$ cat src/rtl/int2float16_stream_ctrl.sv
// Job sequencer feeding buffer words through the int->fp16 converter into a credit-managed
// output FIFO, streamed out with valid/ready.
module int2float16_stream_ctrl #(
  parameter int ADDR_W     = 12,
  parameter int MEM_LAT    = 1,
  parameter int CNV_LAT    = 2,
  parameter int FIFO_DEPTH = 4
) (
  input  logic              clk,
  input  logic              reset_n,
  input  logic              start_i,
  input  logic              cast_i,
  input  logic [ADDR_W-1:0] base_addr_i,
  input  logic [15:0]       num_words_i,
  output logic              busy_o,
  output logic              done_o,
  output logic              rd_en_o,
  output logic [ADDR_W-1:0] rd_addr_o,
  input  logic [15:0]       rd_data_i,
  output logic              cnv_cast_o,
  output logic [15:0]       cnv_data_o,
  input  logic [15:0]       cnv_result_i,
  output logic              out_valid_o,
  output logic [15:0]       out_data_o,
  input  logic              out_ready_i
);

  localparam int TAG_LEN = MEM_LAT + CNV_LAT;
  localparam int PTR_W   = (FIFO_DEPTH > 1) ? $clog2(FIFO_DEPTH) : 1;
  localparam int CNT_W   = $clog2(FIFO_DEPTH + 1);
  localparam int INF_W   = $clog2(TAG_LEN + 1);

  typedef enum logic [1:0] {IDLE, RUN, DRAIN, DONE} state_t;

  state_t             state;
  logic [15:0]        num_words;
  logic [15:0]        issued_count;
  logic [ADDR_W-1:0]  base_addr;
  logic [TAG_LEN-1:0] tags;
  logic [INF_W-1:0]   inflight;
  logic [15:0]        fifo_mem [FIFO_DEPTH];
  logic [PTR_W-1:0]   wr_ptr;
  logic [PTR_W-1:0]   rd_ptr;
  logic [CNT_W-1:0]   fifo_count;
  logic               credit_ok;
  logic               push;
  logic               pop;

  always_comb begin
    inflight = '0;
    for (int i = 0; i < TAG_LEN; i++) begin
      inflight = inflight + INF_W'(tags[i]);
    end
  end

  // A read is only issued when a FIFO slot is already reserved for its result.
  assign credit_ok   = (int'(fifo_count) + int'(inflight)) < FIFO_DEPTH;
  assign rd_en_o     = (state == RUN) && credit_ok;
  assign rd_addr_o   = base_addr + ADDR_W'(issued_count);
  assign cnv_data_o  = rd_data_i;
  assign push        = tags[TAG_LEN-1];
  assign out_valid_o = (fifo_count != '0);
  assign out_data_o  = fifo_mem[rd_ptr];
  assign pop         = out_valid_o && out_ready_i;

  always_ff @(posedge clk) begin
    if (!reset_n) begin
      state        <= IDLE;
      busy_o       <= 1'b0;
      done_o       <= 1'b0;
      cnv_cast_o   <= 1'b0;
      base_addr    <= '0;
      num_words    <= '0;
      issued_count <= '0;
    end else begin
      case (state)
        IDLE: begin
          if (start_i) begin
            cnv_cast_o   <= cast_i;
            base_addr    <= base_addr_i;
            num_words    <= num_words_i;
            issued_count <= '0;
            busy_o       <= 1'b1;
            if (num_words_i != 16'd0) begin
              state <= RUN;
            end else begin
              state  <= DONE;
              done_o <= 1'b1;
            end
          end
        end
        RUN: begin
          if (rd_en_o) begin
            issued_count <= issued_count + 16'd1;
            if (issued_count + 16'd1 == num_words) state <= DRAIN;
          end
        end
        DRAIN: begin
          if (tags == '0 && fifo_count == '0) begin
            state  <= DONE;
            done_o <= 1'b1;
          end
        end
        DONE: begin
          state      <= IDLE;
          done_o     <= 1'b0;
          busy_o     <= 1'b0;
          cnv_cast_o <= 1'b0;
        end
        default: state <= IDLE;
      endcase
    end
  end

  // Tag pipeline mirrors the memory + converter latency so results are captured on time.
  always_ff @(posedge clk) begin
    if (!reset_n) begin
      tags <= '0;
    end else begin
      tags[0] <= rd_en_o;
      for (int i = 1; i < TAG_LEN; i++) begin
        tags[i] <= tags[i-1];
      end
    end
  end

  always_ff @(posedge clk) begin
    if (!reset_n) begin
      wr_ptr     <= '0;
      rd_ptr     <= '0;
      fifo_count <= '0;
      for (int i = 0; i < FIFO_DEPTH; i++) begin
        fifo_mem[i] <= '0;
      end
    end else begin
      if (push) begin
        fifo_mem[wr_ptr] <= cnv_result_i;
        wr_ptr <= (wr_ptr == PTR_W'(FIFO_DEPTH - 1)) ? '0 : wr_ptr + 1'b1;
      end
      if (pop) begin
        rd_ptr <= (rd_ptr == PTR_W'(FIFO_DEPTH - 1)) ? '0 : rd_ptr + 1'b1;
      end
      if (push && !pop) begin
        fifo_count <= fifo_count + 1'b1;
      end else if (pop && !push) begin
        fifo_count <= fifo_count - 1'b1;
      end
    end
  end

  always_ff @(posedge clk) begin
    if (reset_n) begin
      assert (!(push && fifo_count == CNT_W'(FIFO_DEPTH)));
    end
  end

endmodule

$ cat config.mk
export PLATFORM = sky130hd
export DESIGN_NAME = int2float16_stream_ctrl
export DESIGN_NICKNAME = d
export VERILOG_FILES = /design/src/rtl/int2float16_stream_ctrl.sv
export SDC_FILE = /design/constraint.sdc
export NUM_CORES = 1
export LEC_CHECK = 0
export BUFFER_PORTS_ARGS = -buffer_cell sky130_fd_sc_hd__buf_2
export CAP_MARGIN = 20
export CORE_ASPECT_RATIO = 2
export CORE_UTILIZATION = 35
export CTS_CLUSTER_DIAMETER = 120
export DETAILED_ROUTE_END_ITERATION = 6
export GPL_TIMING_DRIVEN = 0
export PLACE_DENSITY = 0.61
export SLEW_MARGIN = 5
export SYNTH_ARGS = -nofsm -noshare
export SYNTH_HDL_FRONTEND = slang
export SYNTH_SLANG_ARGS = --single-unit
$ cat constraint.sdc
create_clock -name clk -period 3.1 [get_ports clk]
set_clock_uncertainty 0.05 [all_clocks]
set_input_delay 0.31 -clock clk [delete_from_list [all_inputs] [get_ports clk]]
set_output_delay 0.31 -clock clk [all_outputs]
set_load 0.02 [all_outputs]
==> metrics.txt, run 1 <==
Critical Path End Type=output pin; non-filler cells, final=approximately 1000; Slew HR=a little over a third; share of cells above drive strength 1=between 20 and 25%; cts bufs inserted=17; GPL Wtd Cong=around 0.9; Hold Vio Cnt, Final=0; Routed Antenna Nets=0; root buffer cell=clkbuf_16; Setup Viol. Count Final=0; setup total negative slack=0 ps; core area=about 19000 sq um; Least-Margin Pin Slew=965.8 ps; HPWL reported at the end of detailed placement=12710 microns; worst hold path type=primary input to flop; initial antenna violation count=0; gr usage total=a little under a fifth; status=finished, final reports clean; CP Launch Type=flop; area delta synth->final=22.02%; largest stage delay on the critical path=~370 ps; WL/cell=between 15 and 20 microns; largest net degree at the start of global routing=17; period utilization=between 90% and 100%; most area-hungry cell type in the Yosys netlist=edfxtp_1; CTS tree=yes; DP Cell Count=approximately 1000; Post-synth EDFFs=64; row count=just over 70; FILL cells=around 1800; most instantiated cells after synthesis=nand2_1, edfxtp_1, dfxtp_1; asr flop ratio synth=0%; worst vdd ir=roughly 0.33 mV; clock sink count=approximately 130; DRC viols=0; crit path max-delay cell type=dfxtp_4; initial core utilization=between 30 and 40%; grt total ovfl=0; Detailed Route Iter0 Violations=158; top cells by area, synth=edfxtp_1, dfxtp_1, mux4_2, and2_1, nand2_1; WL final=16810 microns; Via Count=roughly 5000; fraction of post-synthesis cell area in the top cell type by area=just under 30%; CP Max Fanout=5; Ys Warns=0; maximum clock frequency=roughly 330 MHz; clk_lat worst skew=~400 ps; Worst Path Required=2740 ps; sequential-to-total area share from yosys stat=47.12%; ant diodes=0; min Tclk post-route=2992 ps; Yosys cell types=59; vias in the first global route=between 5000 and 6000; Post-Syn Instances=between 600 and 700; critical path type=flop to output pin; ys flop type=edfxtp_1; Power Dens Cells=between 600 and 700 nW/um^2; IO buf count=slightly below 100; via-per-instance ratio=slightly below 5; die area=~20000 sq um; count leader, synth=nand2_1; most frequent CP cell=o21ai_1; Static Leakage=between 3 and 4 nW; hold buffers post-CTS=0; IO Count=around 110; RSZ-0062 raised after global routing=true; Post-Synthesis Cell Area=~6700 sq um; Net count, final=between 800 and 900; Die Span Y=between 150 and 200 microns; worst-path cell chain=ha_2, inv_1, fa_2, nor2b_1, o21ai_1, a21boi_1, o21ai_1, nand2b_1, a31oi_4, o311ai_4, buf_6; # H-tree levels=4; Final Max Tran Viols=0; first-pass GRT wire length=26410 microns; Pre-Repair DR Iteration Count=5; Yosys reg bits=125; maxcap violations=0; DIE WIDTH=99.62 microns; Mapped Avg Cell Area=10.34 sq um; Max Buffers Root-to-Sink=2; Synthesized Nets=735; Critical Path AT=~2600 ps; Reg clk slew, reported paths=~60 ps
==> path summary, 6_finish.rpt <==
path	start	endpoint	slack (ps)	cells past startpoint
max reg2reg	fifo_count[0]	issued_count[13]	190	11
max	issued_count[0]	rd_addr_o[10]	110	11
min	base_addr_i[0]	base_addr[0]	90	3
min reg2reg	tags[0]	tags[1]	410	1
==> flip-flops by register name (all words and copies together), names as in the netlist, named ones only <==
name and flops:
fifo_mem 64, issued_count 16, num_words 16, base_addr 12, fifo_count 3, tags 3
rd_ptr 2, state 2, wr_ptr 2, busy_o 1, cnv_cast_o 1, done_o 1
==> layout by cell type, fill, tap and decap left out, types with 17 or more instances in the layout <==
| cell | netlist | layout |
|---|---|---|
| a21boi_0 | 30 | 29 |
| a21oi_1 | 23 | 22 |
| and2_1 | 57 | 57 |
| and3_1 | 19 | 19 |
| buf_2 | 4 | 99 |
| buf_4 | 20 | 26 |
| clkbuf_1 | 24 | 25 |
| clkbuf_16 | 0 | 17 |
| dfxtp_1 | 61 | 59 |
| edfxtp_1 | 64 | 64 |
| ha_1 | 22 | 21 |
| inv_1 | 17 | 17 |
| nand2_1 | 89 | 89 |
| nor2_1 | 25 | 25 |
| o21ai_0 | 22 | 20 |
| xnor2_1 | 22 | 22 |
==> metrics by stage <==
step | hold slack (ps) | utilization (%) | power, mW | cell area, sq um | setup slack [ps]
2_1_floorplan | 379.8 | - | 3.067 | 6670 | 80.17
3_3_place_gp | 387.7 | 39.88 | 3.537 | 7475 | -123.5
3_5_place_dp | 392.5 | 39.88 | 3.555 | 7475 | -119.9
4_1_cts | 78.34 | 43.07 | 5.391 | 8074 | 30.91
5_1_grt | 86.19 | 43.42 | 5.660 | 8139 | -50.67
6_report | 92.91 | 43.42 | 5.366 | 8139 | 107.9
==> area by class of cell <==
type                    instances  area [sq um]  share of cell area [%]
multi-input cells             453          3264                   40.11
inverters                      17         63.81                  0.7840
repair buffers                102         531.8                   6.533
flip-flops and latches        125          3151                   38.71
plain buffers                  50         276.5                   3.397
clock buffers                  19         432.9                   5.319
well taps                     255         319.1                   3.920
clock inverters                12         100.1                   1.230
==> critical path, delay by kind of cell (launching register included) <==
family                     cells  cell delay [ps]
AOI/OAI and AO/OA              5              810
DFF                            1              370
buffers and inverters          2              210
adders and majority gates      2              530
and+or+nand+nor                2              300
==> power by group <==
part	total [mW]	internal, mW	switching, mW
clock	1.81	1.09	0.722
sequential	2.01	1.89	0.117
combinational	1.55	0.604	0.942
total	5.37	3.59	1.78
==> cell families after synthesis <==
group	synth area share, %
and+or+nand+nor	22.57
DFF	47.12
AOI/OAI and AO/OA	9.736
buffers and inverters	4.971
xor gates and xnor gates	3.939
adders and majority gates	5.027
muxes	6.640
==> what timing repair did <==
item                                    4_1_cts  5_1_grt
resized for setup                            15       12
endpoints found under the setup margin       16        4
pin swaps                                     3        4
buffers inserted                              2        3
==> routing by layer <==
metal	routed length (microns)	global-route usage, %	up-vias
met4	729	10.78	0
met1	5760	15.73	2416
li1	-	-	2521
met5	0	0	-
met3	423	3.326	41
met2	9899	36.52	119
No activity file was read; power rests on OpenSTA's default activity.
==> run 2: changes to the inputs <==
--- a/config.mk
+++ b/config.mk
@@ -8,11 +8,13 @@
 export BUFFER_PORTS_ARGS = -buffer_cell sky130_fd_sc_hd__buf_2
 export CAP_MARGIN = 20
 export CORE_ASPECT_RATIO = 2
+export CORE_MARGIN = 1.5
 export CORE_UTILIZATION = 35
 export CTS_CLUSTER_DIAMETER = 120
 export DETAILED_ROUTE_END_ITERATION = 6
 export GPL_TIMING_DRIVEN = 0
 export PLACE_DENSITY = 0.61
+export REMOVE_ABC_BUFFERS = 1
 export SLEW_MARGIN = 5
 export SYNTH_ARGS = -nofsm -noshare
 export SYNTH_HDL_FRONTEND = slang
==> run 2 against run 1 <==
Sequential power about the same. Fmax decreased by 0.91%. Global-route usage decreased by 1.3 points. Die area increased by 1.5%. Clock-buffer cell count decreased by 1. Total power increased by 1.7%. Clock power increased by 7%. Combinational power decreased by 4%. Setup slack got worse by 28 ps. Highest routed layer unchanged. Core utilization decreased by 0.81 points. First-iteration DRC count decreased by 36%. Via count decreased by 3.4%.
==> metrics.txt, run 2 (synthesized netlist as in run 1, its figures left out) <==
worst vdd ir=between 0.3 and 0.4 mV; Slew HR=roughly 31%; grt total ovfl=0; crit-path leading delay family=compound AO/OA/AOI/OAI gates; Min-Delay Endpoint=base_addr[8]; worst reg2reg startpoint=fifo_count[0]; initial antenna violation count=0; Setup Viol. Count Final=0; vias in the first global route=about 5000; clock sink count=~130; worst r2r dst=issued_count[5]; first-pass GRT wire length=~25000 microns; Net count, final=798; worst-path cell chain=ha_1, a21o_1, a21oi_2, nor2b_2, nor4_4, o31ai_2, o41ai_2, xnor2_1, buf_4; Hold Crit Start=base_addr_i[8]; Reg clk slew, reported paths=approximately 60 ps; HPWL reported at the end of detailed placement=11740 microns; WL/cell=around 17 microns; critical path type=flop to output pin; Hold Worst Slack=between 90 and 100 ps; period utilization=97.41%; ant diodes=0; Worst Path Required=2740 ps; worst hold stages=3; Worst Reg-to-Reg Cells=10; Multi-input gate area=about 3300 sq um; Via Count=4923; root buffer cell=clkbuf_16; worst hold path type=primary input to flop; gr usage total=~17%; cts bufs inserted=17; Critical Path End Type=output pin; maxcap violations=0; Power Dens Cells=between 600 and 700 nW/um^2; largest reg by FF count=fifo_mem; DP Cell Count=937; Final Max Tran Viols=0; most common cell after layout, fill and taps aside=nand2_1; largest net degree at the start of global routing=45; CTS tree=yes; DRC viols=0; max reg flops=64; largest stage delay on the critical path=440 ps; most frequent cells in the layout=nand2_1, buf_2, edfxtp_1; Critical Path AT=2660 ps; setup total negative slack=0 ps; core area=about 19000 sq um; area delta synth->final=19.73%; via-per-instance ratio=just over 5; Buf/Inv on CP=1; row count=71; share of cells above drive strength 1=between 20% and 30%; # H-tree levels=4; initial core utilization=35.59%; register area=approximately 3200 sq um; CP Max Fanout=5; R2R Setup Slk=around 240 ps; IO Count=between 100 and 150; fin util=a little over two fifths; maximum clock frequency=between 300 and 400 MHz; min Tclk post-route=just over 3000 ps; non-filler cells, final=just under 1000; clk_lat worst skew=approximately 400 ps; Largest regs=fifo_mem: 64 flops, issued_count: 16 flops, num_words: 16 flops; Hold Vio Cnt, Final=0; GPL Wtd Cong=around 0.81; Routed Antenna Nets=0; Static Leakage=around 3.2 nW; CP Launch Type=flop; Max Buffers Root-to-Sink=2; WL final=about 16000 microns; status=finished, final reports clean; Least-Margin Pin Slew=slightly above 1000 ps; crit path max-delay cell type=o41ai_2; Detailed Route Iter0 Violations=around 100; IO buf count=between 80 and 90; Die Span Y=198.2 microns; die area=19940 sq um; Pre-Repair DR Iteration Count=4; DIE WIDTH=around 100 microns; FILL cells=roughly 1800
run 2: cell count changes in the layout (fill, tap and decap cells not counted), sizes merged:
cell and change:
buf -33, clkinv -4, inv +5, clkdlybuf4s15 -1
clkbuf -25, clkinvlp +1
run 2: cell type report:
type                       count  share of cell area (%)
tap                          255                   3.995
clock inverter                14                   1.692
sequential                   125                   39.54
clock buffer                  18                   5.374
multi-input combinational    453                   41.50
inverter                      17                  0.7990
timing repair buffer          94                   7.097
run 2: worst reg2reg max path: cells and delay by family (launching register included):
kind | cells | cell delay, ps
simple gates | 2 | 390
flops | 1 | 410
compound gates | 4 | 1180
buf+inv | 2 | 130
fa+ha+maj | 2 | 600
run 2: routing by layer:
layer  vias to the layer above  track usage (%)  routed length, microns
met5                         -                0                       0
met1                      2371            15.26                    5815
met3                        19            3.565                     557
li1                       2413                -                       -
met4                         0            5.947                     308
met2                       120            34.31                    9647
run 2: through the flow:
stage	total power [mW]	cell area, sq um	setup slack, ps
global route	5.742	7986	-35.20
global placement	3.447	7127	-1461
CTS	5.502	7869	14.01
finish	5.459	7986	80.22
detailed placement	3.523	7243	-827.6
floorplan	2.996	6402	80.11
run 2: worst max path at each step:
stage	from	endpoint	slack [ps]	depth (start not counted)
2_1_floorplan	issued_count[0]	rd_addr_o[10]	80	10
3_3_place_gp	reset_n	fifo_mem[0][9]	-1460	4
3_5_place_dp	fifo_count[0]	issued_count[5]	-830	10
4_1_cts	issued_count[0]	rd_addr_o[10]	10	11
5_1_grt	base_addr[0]	rd_addr_o[6]	-40	12
6_report	issued_count[1]	rd_addr_o[11]	80	9
run 2: timing repair:
action                                  CTS  global route
buffers inserted                          2             5
hold buffers                              0             0
endpoints found under the setup margin   34            53
pin swaps                                 1             8
gates resized for setup                  14            21
run 2: power breakdown:
group	switching, mW	leakage, nW	internal [mW]
Combinational	0.883	1.73	0.610
Clock	0.813	0.270	1.12
Sequential	0.143	1.16	1.89
Total	1.84	3.17	3.62
==> run 3: changes to the inputs <==
--- a/config.mk
+++ b/config.mk
@@ -8,7 +8,7 @@
 export BUFFER_PORTS_ARGS = -buffer_cell sky130_fd_sc_hd__buf_2
 export CAP_MARGIN = 20
 export CORE_ASPECT_RATIO = 2
-export CORE_MARGIN = 1.5
+export CORE_MARGIN = 3
 export CORE_UTILIZATION = 35
 export CTS_CLUSTER_DIAMETER = 120
 export DETAILED_ROUTE_END_ITERATION = 6
==> constraint.sdc (replaced) <==
create_clock -name clk -period 3.1 [get_ports clk]
set_clock_uncertainty 0.05 [all_clocks]
set_input_delay 0.31 -clock clk [delete_from_list [all_inputs] [get_ports clk]]
set_output_delay 0.31 -clock clk [all_outputs]
set_load 0.01 [all_outputs]
==> run 3 against run 2 <==
Combinational power is 5% lower. Register-to-register slack hardly changed. Die area is 4.5% higher. Via count is 0.61% higher. Sequential share of layout area is 0.26 points lower. Fmax is 2.8% higher. Worst hold slack worse by 12 ps. Sequential cell count stayed put. Critical endpoint unchanged.
==> metrics.txt, run 3 (synthesized netlist as in run 1, its figures left out) <==
Critical Path AT=approximately 2600 ps; hold buffers post-CTS=0; core area=around 18000 sq um; Worst Path Required=~2700 ps; grt total ovfl=0; worst vdd ir=around 0.34 mV; Power Dens Cells=692.9 nW/um^2; GPL Wtd Cong=0.8218; Critical Path End Type=output pin; share of cells above drive strength 1=24.58%; design area=between 8000 and 9000 sq um; cts bufs inserted=17; min Tclk post-route=about 2900 ps; largest stage delay on the critical path=roughly 470 ps; most frequent cells in the layout=nand2_1, buf_2, edfxtp_1; Setup Viol. Count Final=0; max reg flops=64; Largest regs=fifo_mem: 64 flops, issued_count: 16 flops, num_words: 16 flops; Pre-Repair DR Iteration Count=4; worst reg2reg startpoint=fifo_count[0]; most common cell after layout, fill and taps aside=nand2_1; critical path type=flop to output pin; setup total negative slack=0 ps; period utilization=a little over nine tenths; WL/cell=about 17 microns; worst-path cell chain=ha_4, a21o_1, a21oi_2, nor2b_2, nor4_4, o31ai_2, o41ai_2, xnor2_1, buf_2; DP Cell Count=about 930; RSZ-0062 raised after global routing=true; IO buf count=81; Static Leakage=between 3 and 4 nW; DIE WIDTH=about 100 microns; Final Max Tran Viols=0; CP startpoint=base_addr[1]; global route hottest layer=met2; met1 GRT Util=around 16%; row count=70; maxcap violations=0; Net count, final=797; Least-Margin Pin Slew=between 800 and 900 ps; largest net degree at the start of global routing=51; final setup margin=162.3 ps; first-pass GRT wire length=26460 microns; Placed Area=7243 sq um; fin util=a little over two fifths; die area=approximately 21000 sq um; DRC viols=0; worst hold path type=primary input to flop; via-per-instance ratio=approximately 5.1; Via Count=just under 5000; met3 GRT Util=under 10%; Hold Crit Start=base_addr_i[4]; largest reg by FF count=fifo_mem; root buffer cell=clkbuf_16; Die Span Y=201.2 microns; non-filler cells, final=~1000; Detailed Route Iter0 Violations=143; crit path max-delay cell type=o41ai_2; IO Count=between 100 and 150; CP Max Fanout=3; CP Launch Type=flop; Slew HR=approximately 41%; Hold Vio Cnt, Final=0; Routed Antenna Nets=0; Setup WS pre-CTS=-751.5 ps; Reg clk slew, reported paths=approximately 60 ps; Max Buffers Root-to-Sink=2; # H-tree levels=4; maximum clock frequency=~340 MHz; clock sink count=125; ant diodes=0; WL final=16390 microns; initial antenna violation count=0; CTS tree=yes; initial core utilization=between 30% and 40%; HPWL reported at the end of detailed placement=around 12000 microns; status=finished, final reports clean; vias in the first global route=roughly 5100; gr usage total=between 10% and 20%; area delta synth->final=20.54%; met2 usage=roughly a third; clk_lat worst skew=roughly 420 ps
## run 3: cell count changes in the layout (fill, tap and decap cells not counted), sizes merged
cell      previous run  this run
clkinvlp             3         4
buf                 94        93
inv                 22        23
clkinv               5         1
bufinv               1         3
## run 3: power breakdown
part | switching, mW | internal (mW) | total, mW
Combinational | 0.793 | 0.617 | 1.41
Sequential | 0.151 | 1.89 | 2.04
Clock | 0.815 | 1.30 | 2.12
## run 3: layer usage
metal  vias to the layer above  wire [microns]
li1                       2401               -
met1                      2390            6013
met2                       136            9202
met3                        26             706
met4                         0             464
met5                         -               0
## run 3: worst paths after layout
path                                       to  slack [ps]  depth (start not counted)
worst max register to register       state[1]         240                         10
worst min-delay path             base_addr[4]          80                          3
worst min register to register        tags[2]         410                          1
worst max-delay path            rd_addr_o[11]         160                          9
## run 3: repair_timing
item	CTS	global route
pin swaps	2	9
setup endpoints to repair	33	40
buffers inserted	2	3
gates resized for setup	17	16
## run 3: area by class of cell
class / instances / area, sq um
clock buffer: 18 / 439.2
clock inverter: 14 / 180.2
fill: 1815 / 10440
inverter: 17 / 63.81
multi-input combinational: 453 / 3321
sequential: 125 / 3158
tap: 252 / 315.3
timing repair buffer: 93 / 563.0
## run 3: metrics by stage
stage	hold slack (ps)	total power, mW
finish	82.99	5.571
global route	96.09	5.872
CTS	75.23	5.602
detailed placement	397.7	3.442
global placement	386.3	3.359
floorplan	377.5	2.900
## run 3: worst max-delay path, delay by kind of cell, from the launching register on
family / cells / cell delay (ps)
AO/OA/AOI/OAI: 4 / 930
flip-flops: 1 / 370
AND/OR/NAND/NOR: 2 / 340
adder cells (fa/ha/maj): 1 / 200
XOR/XNOR: 1 / 160
buffers and inverters: 1 / 150
